File: src/rtl/motor_pkg.sv
// rtl/motor_pkg.sv - shared direction encodings, FSM state and intent types for the motor command block
package motor_pkg;

    localparam logic [1:0] DIR_FWD  = 2'b11;
    localparam logic [1:0] DIR_REV  = 2'b00;
    localparam logic [1:0] DIR_HALT = 2'b01;

    typedef enum logic [1:0] {
        ST_HALT,
        ST_FWD,
        ST_REV,
        ST_DEAD
    } state_e;

    typedef enum logic [1:0] {
        INT_HALT,
        INT_FWD,
        INT_REV
    } intent_e;

    function automatic logic [1:0] dir_of_state(input state_e s);
        case (s)
            ST_FWD:  return DIR_FWD;
            ST_REV:  return DIR_REV;
            default: return DIR_HALT;
        endcase
    endfunction

    // Contradictory requests resolve to halt, never to a direction.
    function automatic intent_e decode_intent(input logic fwd, input logic rev);
        if (fwd && !rev) return INT_FWD;
        if (rev && !fwd) return INT_REV;
        return INT_HALT;
    endfunction

endpackage

File: src/rtl/motor_debounce.sv
// rtl/motor_debounce.sv - 2-flop synchronizer followed by a stability counter for one raw input
module motor_debounce #(
    parameter int DEB_CYCLES = 500
) (
    input  logic clk_100kHz,
    input  logic rst,
    input  logic din,
    output logic deb_o
);

    localparam int CNT_W = (DEB_CYCLES > 1) ? $clog2(DEB_CYCLES) : 1;
    localparam logic [CNT_W-1:0] CNT_LAST = CNT_W'(DEB_CYCLES - 1);

    logic             sync1_q, sync1_d;
    logic             sync2_q, sync2_d;
    logic             deb_q, deb_d;
    logic [CNT_W-1:0] cnt_q, cnt_d;

    // The counter tallies consecutive samples that disagree with the held value;
    // the last one of DEB_CYCLES flips the output, so it never exceeds CNT_LAST.
    always_comb begin
        sync1_d = din;
        sync2_d = sync1_q;
        deb_d   = deb_q;
        cnt_d   = cnt_q;
        if (sync2_q == deb_q) begin
            cnt_d = '0;
        end else if (cnt_q == CNT_LAST) begin
            deb_d = sync2_q;
            cnt_d = '0;
        end else begin
            cnt_d = cnt_q + 1'b1;
        end
    end

    always_ff @(posedge clk_100kHz or posedge rst) begin
        if (rst) begin
            sync1_q <= 1'b0;
            sync2_q <= 1'b0;
            deb_q   <= 1'b0;
            cnt_q   <= '0;
        end else begin
            sync1_q <= sync1_d;
            sync2_q <= sync2_d;
            deb_q   <= deb_d;
            cnt_q   <= cnt_d;
        end
    end

    assign deb_o = deb_q;

endmodule

File: src/rtl/motor_cmd_ctrl.sv
// rtl/motor_cmd_ctrl.sv - debounced fwd/rev motor command FSM with reversal dead time; MOTOR_WATCHDOG_EN adds a keepalive watchdog
module motor_cmd_ctrl
    import motor_pkg::*;
#(
    parameter int DEB_CYCLES  = 500,
    parameter int DEAD_CYCLES = 20000,
    parameter int WDT_CYCLES  = 100000
) (
    input  logic       clk_100kHz,
    input  logic       rst,
    input  logic       fwd_req,
    input  logic       rev_req,
    input  logic       kick,
    output logic [1:0] direction,
    output logic       dead_active,
    output logic       wdt_trip
);

    localparam int DEAD_W = (DEAD_CYCLES > 1) ? $clog2(DEAD_CYCLES) : 1;
    localparam logic [DEAD_W-1:0] DEAD_LOAD = DEAD_W'(DEAD_CYCLES - 1);

    logic              fwd_deb, rev_deb;
    intent_e           intent;
    state_e            state_q, state_d;
    logic              target_rev_q, target_rev_d;
    logic [DEAD_W-1:0] dead_cnt_q, dead_cnt_d;
    logic [1:0]        direction_q, direction_d;
    logic              dead_active_q, dead_active_d;
    logic              wdt_expired;
    logic              lockout;

    motor_debounce #(.DEB_CYCLES(DEB_CYCLES)) u_deb_fwd (
        .clk_100kHz (clk_100kHz),
        .rst        (rst),
        .din        (fwd_req),
        .deb_o      (fwd_deb)
    );

    motor_debounce #(.DEB_CYCLES(DEB_CYCLES)) u_deb_rev (
        .clk_100kHz (clk_100kHz),
        .rst        (rst),
        .din        (rev_req),
        .deb_o      (rev_deb)
    );

    always_comb begin
        intent        = decode_intent(fwd_deb, rev_deb);
        state_d       = state_q;
        target_rev_d  = target_rev_q;
        dead_cnt_d    = dead_cnt_q;
        direction_d   = dir_of_state(state_q);
        dead_active_d = (state_q == ST_DEAD);
        case (state_q)
            ST_HALT: begin
                if (!lockout && intent == INT_FWD)      state_d = ST_FWD;
                else if (!lockout && intent == INT_REV) state_d = ST_REV;
            end
            ST_FWD: begin
                if (wdt_expired || intent == INT_HALT) begin
                    state_d = ST_HALT;
                end else if (intent == INT_REV) begin
                    state_d      = ST_DEAD;
                    target_rev_d = 1'b1;
                    dead_cnt_d   = DEAD_LOAD;
                end
            end
            ST_REV: begin
                if (wdt_expired || intent == INT_HALT) begin
                    state_d = ST_HALT;
                end else if (intent == INT_FWD) begin
                    state_d      = ST_DEAD;
                    target_rev_d = 1'b0;
                    dead_cnt_d   = DEAD_LOAD;
                end
            end
            ST_DEAD: begin
                // Exit goes through HALT so intent is re-read only after the full dead time.
                if (dead_cnt_q == '0) state_d = ST_HALT;
                else                  dead_cnt_d = dead_cnt_q - 1'b1;
            end
            default: state_d = ST_HALT;
        endcase
    end

    always_ff @(posedge clk_100kHz or posedge rst) begin
        if (rst) begin
            state_q       <= ST_HALT;
            target_rev_q  <= 1'b0;
            dead_cnt_q    <= '0;
            direction_q   <= DIR_HALT;
            dead_active_q <= 1'b0;
        end else begin
            state_q       <= state_d;
            target_rev_q  <= target_rev_d;
            dead_cnt_q    <= dead_cnt_d;
            direction_q   <= direction_d;
            dead_active_q <= dead_active_d;
        end
    end

    assign direction   = direction_q;
    assign dead_active = dead_active_q;

`ifdef MOTOR_WATCHDOG_EN
    localparam int WDT_W = (WDT_CYCLES > 1) ? $clog2(WDT_CYCLES) : 1;
    localparam logic [WDT_W-1:0] WDT_LOAD = WDT_W'(WDT_CYCLES - 1);

    logic             kick_deb;
    logic             kick_prev_q, kick_prev_d;
    logic             trip_q, trip_d;
    logic [WDT_W-1:0] wdt_cnt_q, wdt_cnt_d;
    logic             moving, entering;

    motor_debounce #(.DEB_CYCLES(DEB_CYCLES)) u_deb_kick (
        .clk_100kHz (clk_100kHz),
        .rst        (rst),
        .din        (kick),
        .deb_o      (kick_deb)
    );

    assign moving      = (state_q == ST_FWD) || (state_q == ST_REV);
    assign wdt_expired = moving && (wdt_cnt_q == '0);
    assign lockout     = trip_q;

    always_comb begin
        entering    = ((state_d == ST_FWD) || (state_d == ST_REV)) && (state_d != state_q);
        kick_prev_d = kick_deb;
        wdt_cnt_d   = wdt_cnt_q;
        trip_d      = trip_q;
        if ((kick_deb && !kick_prev_q) || entering) wdt_cnt_d = WDT_LOAD;
        else if (moving && wdt_cnt_q != '0)         wdt_cnt_d = wdt_cnt_q - 1'b1;
        if (wdt_expired)              trip_d = 1'b1;
        else if (intent == INT_HALT)  trip_d = 1'b0;
    end

    always_ff @(posedge clk_100kHz or posedge rst) begin
        if (rst) begin
            kick_prev_q <= 1'b0;
            trip_q      <= 1'b0;
            wdt_cnt_q   <= WDT_LOAD;
        end else begin
            kick_prev_q <= kick_prev_d;
            trip_q      <= trip_d;
            wdt_cnt_q   <= wdt_cnt_d;
        end
    end

    assign wdt_trip = trip_q;
`else
    localparam int UNUSED_WDT_CYCLES = WDT_CYCLES;
    logic unused_kick;

    assign unused_kick = kick;
    assign wdt_expired = 1'b0;
    assign lockout     = 1'b0;
    assign wdt_trip    = 1'b0;
`endif

endmodule

File: config.mk
export PLATFORM = sky130hd
export DESIGN_NAME = motor_cmd_ctrl
export DESIGN_NICKNAME = d
export VERILOG_FILES = /design/src/rtl/motor_pkg.sv /design/src/rtl/motor_debounce.sv /design/src/rtl/motor_cmd_ctrl.sv
export SDC_FILE = /design/constraint.sdc
export NUM_CORES = 1
export LEC_CHECK = 0
export BUFFER_PORTS_ARGS = -buffer_cell sky130_fd_sc_hd__buf_2
export CAP_MARGIN = 20
export CORE_ASPECT_RATIO = 1.75
export CORE_MARGIN = 5
export CORE_UTILIZATION = 35
export DETAILED_ROUTE_END_ITERATION = 8
export PLACE_DENSITY_LB_ADDON = 0.3
export SETUP_SLACK_MARGIN = 0.02
export SLEW_MARGIN = 20
export SYNTH_ARGS = -nofsm -noshare
export SYNTH_HDL_FRONTEND = slang
export SYNTH_SLANG_ARGS = --single-unit
File: constraint.sdc
create_clock -name clk_100kHz -period 6.5 [get_ports clk_100kHz]
set_clock_uncertainty 0.15 [all_clocks]
set_input_delay 0.325 -clock clk_100kHz [delete_from_list [all_inputs] [get_ports clk_100kHz]]
set_output_delay 0.325 -clock clk_100kHz [all_outputs]
set_load 0.02 [all_outputs]
# Word-level counts from Yosys, hierarchy flattened
# Cells that the tools add are included.
[word_totals]
ff_bits = 44
latchBits = 0
mem_bits_rw = 0
rom_bits = 0
in_bits = 5
word_cells = 73
n_memories = 0
[classes]
add_sub_neg = 3
multipliers = 0
n_div = 0
magnitude_cmp = 0
eq_ne = 18
shifts = 0
mux = 26
n_bitwise = 2
reduce_logical = 12
[op_table]
columns = ["cell", "count"]
rows = [
  ["15-bit 2-to-1 mux", 5],
  ["15-bit one-hot mux with 3 select lines", 1],
  ["9-bit 2-to-1 mux", 4],
  ["2-bit 2-to-1 mux", 11],
  ["9-bit by 1-bit adder with 9-bit output (second input constant)", 2],
  ["9-bit equality test (second input constant)", 2],
  ["15-bit zero test", 1],
  ["15-bit by 1-bit subtractor with 15-bit output (second input constant)", 1],
  ["2-bit inequality test (second input constant)", 5],
  ["3-bit inequality test (second input constant)", 3],
  ["2-bit one-hot mux with 4 select lines", 1],
  ["2-bit equality test (second input constant)", 3],
  ["6-bit AND reduction", 1],
  ["2-bit by 1-bit equality test with 1-bit output (second input constant)", 2],
  ["2-bit zero test", 2],
  ["2-bit one-hot mux with 2 select lines", 1],
  ["2-bit AND reduction", 2],
  ["4-bit AND reduction", 1],
  ["1-bit 2-to-1 mux", 3],
  ["3-bit nonzero test", 1],
  ["1-bit equality test", 2],
  ["1-bit logical AND", 2],
  ["1-bit zero test", 2],
  ["2-bit by 1-bit inequality test with 1-bit output (second input constant)", 1],
  ["1-bit inverter", 2],
]

# Depth between registers and ports, before layout
# Gate-level depths: netlist of the first run.
[depth]
word_depth = 10
ltp_mapped = 9

# Cells and area by module
# Synthesis of the first run repeated with hierarchy kept, for this count alone.
[unflattened]
cells_unflattened = 256
area_unflattened_um2 = 2478.6
[by_module_without_submodules]
columns = ["module", "n_inst", "cells_each", "area_each_um2", "seq_area_each_um2"]
rows = [
  ["motor_cmd_ctrl", 1, 134, 1260.0, 501.7],
  ["motor_debounce", 2, 61, 609.3, 300.3],
]

# Worst setup path before layout of the first run
# No wires, ideal clock.
[synth_path]
path_type = "flip-flop to flip-flop"
start = "reg dead_cnt_q[9]"
end = "reg state_q[0]"
arrival_ps = 2018
required_time_ps = 6225
setup_slack_ps = 4208
path_stages_with_launch = 6
path_buffers = 1
synth_period_minus_slack_ps = 2292
cell_sequence = "dfrtp_1 -> or4_1 -> clkbuf_2 -> or4_4 -> a21oi_2 -> mux2_2"
[synth_between]
elab_chain_cells = 3
[synth_rtl]
columns = ["element", "line_no", "rtl"]
rows = [
  ["start, declared", "motor_cmd_ctrl.sv:26", "logic [DEAD_W-1:0] dead_cnt_q, dead_cnt_d;"],
  ["start signal, assigned", "motor_cmd_ctrl.sv:95", "dead_cnt_q <= dead_cnt_d;"],
  ["15-bit zero test", "motor_cmd_ctrl.sv:78", "if (dead_cnt_q == '0) state_d = ST_HALT;"],
  ["2-bit by 1-bit inequality test with 1-bit output (no line)", "n/a", ""],
  ["4-bit AND reduction (no line)", "n/a", ""],
  ["end signal, assigned", "motor_cmd_ctrl.sv:93", "state_q <= state_d;"],
  ["end, declared", "motor_cmd_ctrl.sv:24", "state_e state_q, state_d;"],
]
# No other way between the ends.
# A chain may end at the register's enable or synchronous reset.

# Worst setup path after layout of the first run
[layout_path]
start = "reg dead_cnt_q[0]"
end = "reg dead_cnt_q[1]"
[layout_between]
elab_chain_cells = 3
elab_cells_between_ends = 6
cone_classes = "1 x add/sub; 1 x eq/ne; 2 x mux; 2 x reduce/logical"
[layout_rtl]
columns = ["element", "line_no"]
rows = [
  ["15-bit by 1-bit subtractor with 15-bit output / 15-bit zero test (equally long branches)", "motor_cmd_ctrl.sv:79, motor_cmd_ctrl.sv:78"],
  ["15-bit 2-to-1 mux / 2-bit inequality test (equally long branches)", "n/a"],
  ["15-bit one-hot mux with 3 select lines / 6-bit AND reduction (equally long branches)", "n/a"],
]
# Parallel ways exist; a longest one is shown, timed or not. The select of a mux whose other input is x is not followed.

==> metrics.cfg, run 1 <==
[sta]
hold_viol=0
fin_ws_ns=3.80
hold_ws_ns=0.0733
tightest_slew_ns=0.910
setup-tns-final_ns=0
post-route-min-period_ns=2.70
maxSlewHeadroom=0.393
fmax_mhz=371
setup_violations=0
drv_slew=0
period_share=0.415
rsz0062_at_grt=no

[die]
die_w_microns=70.1
start_util=0.359
die_area_sq_mm=0.00808
die_h_microns=115
io-pin-count=9
core_area_sq_mm=0.00618
rows=38

[placed_design]
hpwl_mm=2.88
dpl-instance-area_sq_mm=0.00231
port_buffers=6
dp_slack_ns=3.84
numPlacedInstances=307
place.gp.congestion=0.798

[clock_tree]
htree_num_levels=2
clockBufferDepth=2
cts_resized=0
cts_buffers=5
cts_root_buffer=clkbuf_8
clk_latency_ns=0.29
cts.hold.buffers_added=2
clkSlewWorstSetupHoldPaths_ns=0.09
cts_setup_buffers=0
cts.sinks=44
cts_tree=done

[route]
drcViolationCount=0
firstDrtPassIters=4
postRouteAntennaNets=0
vias=1607
drt_iter0_drc=63
viasPerCell=5.09
avgRoutedWirePerCell_microns=12.6
wl_mm=3.97

[power]
internal_power_uw=434
switching_share=0.194
clkPwrFrac=0.451
power.density_mw_per_mm2=219
p_seq_frac=0.523
total_power_uw=538
power.share.combinational=0.027
p_sw_uw=105
vdd_drop_max_v=0.000170
leakage_nw=1.11

[synth]
ys_ff_latch=44
avgSynthCellArea_sq_um=9.72
syn_area_sq_mm=0.00222
yosys-top-cells-count=dfrtp_1, nor2_1, nand2_1
yosysWarnings=0
syn_inst=228
ys_async_sr_fraction=1.00
ys_seq_area_frac=0.497
synth_largest_area_cell=dfrtp_1
yosysUniqueCellTypes=42
syn-num-nets=244
yosys.cell_count.top_type=dfrtp_1
yosys.area.top_type_share=0.486
synth_ff_type=dfrtp_1
synth_area_leaders=dfrtp_1, ha_1, nor2_1
synth_edf_count=0

[job]
maxCapViolCount=0

[global_routing]
grt_pass1_vias=1704
grt_max_degree=45
grt_pass1_wl_mm=7.38
grt_antenna_before_repair=0
grt_use_total=0.113
gr-total-overflow=0

[critical_path]
cp.required_ns=6.49
path_class=register to register
critPathCaptureType=register
r2r_slack_ns=3.80
critPathArrivalTime_ns=2.69
worstPathMaxFanout=12
critPathLaunchType=register

[run_status]
status=finished clean

[finish]
final_core_util=0.397
syn2layout_area_growth_pct=10.8
diodes=0
fin_area_sq_mm=0.00245
drive_gt1_frac=0.0975
stdcell_count=316
fin_nets=252

[worst_hold_path]
hold_class=primary input to asynchronous set/reset pin

registers in the layout, summed over array words and instances (netlist names), 2 cells and up:
signal	count
dead_cnt_q	15
u_deb_fwd.cnt_q	9
u_deb_rev.cnt_q	9
direction	2
state_q	2
worst max-delay path, cell delays in order (launching register included):
cell and delay (ns):
dfrtp_1 0.43, inv_1 0.07, ha_1 0.16, or4b_1 0.65, or4_4 0.52, o21ai_0 0.39
a22oi_1 0.16
cells in the final DEF, fill, tap and decap left out, types with 3 or more instances in the layout:
| cell | instances |
|---|---|
| buf_2 | 6 |
| nand3_1 | 10 |
| nor2_1 | 31 |
| and2_1 | 3 |
| ha_1 | 11 |
| o21ai_0 | 12 |
| nand2_1 | 17 |
| dfrtp_1 | 43 |
| a21oi_1 | 5 |
| nor4_1 | 5 |
| xnor2_1 | 13 |
| nand2b_1 | 4 |
| o41ai_1 | 3 |
| or3_2 | 3 |
| xor2_1 | 3 |
| o31ai_1 | 4 |
| nor3_1 | 8 |
| inv_1 | 14 |
| nand4_1 | 6 |
| clkbuf_8 | 5 |
power groups by stage:
stage | Clock [mW] | Combinational, mW | Sequential [mW]
4_1_cts | 0.253 | 0.0154 | 0.282
5_1_grt | 0.266 | 0.0173 | 0.282
2_1_floorplan | 0 | 0.0108 | 0.286
3_3_place_gp | 0 | 0.0142 | 0.287
6_report | 0.243 | 0.0143 | 0.281
3_5_place_dp | 0 | 0.0145 | 0.287
logic make-up after synthesis:
family          share of synthesized area
simple gates                        0.210
flops                               0.497
compound gates                      0.107
buf+inv                            0.0435
xor+xnor                           0.0632
fa+ha+maj                          0.0621
mux                                0.0147
other cells                       0.00169
cell type report:
cell class / instances / area (sq um)
repair buffers: 8 / 50.0
clock inverters: 2 / 60.1
flip-flops and latches: 44 / 1100
clock buffers: 5 / 68.8
inverters: 15 / 56.3
multi-input cells: 162 / 1020
well taps: 80 / 100
fillers: 619 / 3730
path summary, 6_finish.rpt:
path | startpoint | to | depth (start not counted)
setup reg to reg | dead_cnt_q[0] | dead_cnt_q[1] | 6
hold reg to reg | u_deb_rev.sync1_q | u_deb_rev.sync2_q | 0
min in group clk_100kHz | u_deb_rev.sync1_q | u_deb_rev.sync2_q | 0
hold / removal | rst | dead_cnt_q[5] | 2
max in group asynchronous | rst | dead_cnt_q[8] | 2
setup / recovery | dead_cnt_q[0] | dead_cnt_q[1] | 6
metal layers:
| layer | track usage | wire [microns] |
|---|---|---|
| met5 | 0 | 0 |
| met4 | 0.0524 | 87 |
| met3 | 0.0219 | 73 |
| met2 | 0.221 | 2280 |
| met1 | 0.112 | 1530 |
(Power assumes the default switching activity.)
==> run 2, diff against run 1 <==
Clock period 6.5 ns to 2.6 ns, I/O delays scaled along.
==> run 2 against run 1 <==
Net effect:
- worst setup slack worse by 3.7 ns
- maximum frequency up 9.7%
- routed wire length up 5.0%
- sequential cell count unchanged
- critical path depth down 2
- combinational power rose to 2.6 times the previous value
- critical path type unchanged
==> metrics.cfg, run 2 (same netlist as run 1, synthesis figures left out) <==
[run_status]
status=finished clean

[global_routing]
grt_antenna_before_repair=0
gr-total-overflow=0
grt_max_degree=45
grt_pass1_vias=1637
grt_pass1_wl_mm=7.31
grt_use_total=0.113

[critical_path]
r2r_end=state_q[0]
r2r_slack_ns=0.14
r2r_cells=4
critPathArrivalTime_ns=2.50
critPathLaunchType=register
rr_startpoint=dead_cnt_q[10]
path_class=register to register
critPathCaptureType=register
worstPathMaxFanout=7
cp.required_ns=2.64

[route]
wl_met3_microns=90
postRouteAntennaNets=0
drcViolationCount=0
wl_mm=4.17
dr.max_layer_used=met4
met2_length_mm=2.31
avgRoutedWirePerCell_microns=12.7
firstDrtPassIters=4
viasPerCell=4.95
drt_iter0_drc=94
vias=1623
met1_length_mm=1.65

[placed_design]
port_buffers=6
numPlacedInstances=317
hpwl_mm=3.02
place.gp.congestion=0.822
dpl-instance-area_sq_mm=0.00238

[die]
rows=38
die_h_microns=115
start_util=0.359
die_area_sq_mm=0.00808
core_area_sq_mm=0.00618
io-pin-count=9
die_w_microns=70.1

[finish]
fill_cells=638
fin_area_sq_mm=0.00253
stdcell_count=328
diodes=0
regMostFlops=dead_cnt_q
largest_reg_flops=15
multiInputGateArea_sq_mm=0.00102
layout_commonest_cell=dfrtp_1
layout_common_cells=dfrtp_1, nor2_1, nand2_1, inv_1, xnor2_1
drive_gt1_frac=0.141
syn2layout_area_growth_pct=14.3
top_regs=dead_cnt_q: 15 flops, u_deb_fwd.cnt_q: 9 flops, u_deb_rev.cnt_q: 9 flops
final-seq-area_sq_mm=0.00110
final_core_util=0.410
fin_nets=263

[sta]
hold_ws_ns=0.205
maxSlewHeadroom=0.400
hold_viol=0
period_share=0.946
setup-tns-final_ns=0
rsz0062_at_grt=no
tightest_slew_ns=0.899
setup_violations=0
drv_slew=0
fmax_mhz=407
post-route-min-period_ns=2.46

[clock_tree]
clk_latency_ns=0.30
clockBufferDepth=2
cts_root_buffer=clkbuf_8
htree_num_levels=2
cts.sinks=44
cts_tree=done
cts_buffers=5
clkSlewWorstSetupHoldPaths_ns=0.09

[worst_hold_path]
min_from=u_deb_fwd.sync1_q
hold_class=register to register
holdPathEnd=u_deb_fwd.sync2_q
whs_path_depth=0

[job]
maxCapViolCount=0

[power]
vdd_drop_max_v=0.000284
power.density_mw_per_mm2=506
leakage_nw=1.15

run 2: cell types whose count changed in the layout (fill, tap and decap cells not counted):
| cell | before | now |
|---|---|---|
| inv_6 | 0 | 1 |
| nor4_2 | 0 | 1 |
| o21ai_0 | 12 | 11 |
| clkinvlp_4 | 0 | 1 |
| o21ai_1 | 1 | 2 |
| bufinv_16 | 2 | 1 |
| dlygate4sd3_1 | 2 | 3 |
| buf_4 | 0 | 10 |
| nor4_1 | 5 | 4 |
run 2: metal layers:
layer	up-vias	global-route usage
met5	-	0
met1	774	0.116
met3	11	0.0219
met4	0	0.0563
met2	14	0.215
li1	824	-
run 2: worst max path at each step:
stage / endpoint / startpoint / slack, ns / cells past startpoint
after global routing: dead_cnt_q[5] / state_q[1] / 0.03 / 7
after floorplan: state_q[0] / dead_cnt_q[9] / 0.31 / 5
after global placement: state_q[1] / dead_cnt_q[10] / 0.18 / 4
after detailed placement: state_q[0] / dead_cnt_q[10] / 0.18 / 4
final: state_q[0] / dead_cnt_q[10] / 0.14 / 4
after CTS: state_q[0] / dead_cnt_q[10] / 0.15 / 4
run 2: per-stage QoR:
| stage | power, mW | worst slack [ns] |
|---|---|---|
| floorplan | 0.742 | 0.308 |
| global placement | 0.752 | 0.184 |
| detailed placement | 0.753 | 0.177 |
| CTS | 1.30 | 0.153 |
| global route | 1.33 | 0.0311 |
| finish | 1.28 | 0.142 |
run 2: power breakdown:
| part | leakage, nW | switching (mW) | internal (mW) |
|---|---|---|---|
| clock | 0.0548 | 0.252 | 0.290 |
| combinational | 0.501 | 0.0243 | 0.0124 |
| sequential | 0.597 | 0.00903 | 0.694 |
run 2: final cells by class:
type / count / area share
well taps: 80 / 0.0395
flip-flops and latches: 44 / 0.435
clock inverters: 3 / 0.0183
repair buffers: 19 / 0.0534
multi-input cells: 162 / 0.404
inverters: 15 / 0.0222
clock buffers: 5 / 0.0272
run 2: worst max-delay path, stage by stage, from the launching register on:
cell     delay [ns]
dfrtp_1        0.42
or4_1          0.66
or4_4          0.57
a21oi_2        0.20
mux2_2         0.35
run 2: repair_timing:
item / CTS / global route
gates resized for setup: 0 / 2
hold endpoints to repair: 45 / 0
buffers inserted: 0 / 0
setup endpoints to repair: 0 / 2
hold buffers: 3 / 0
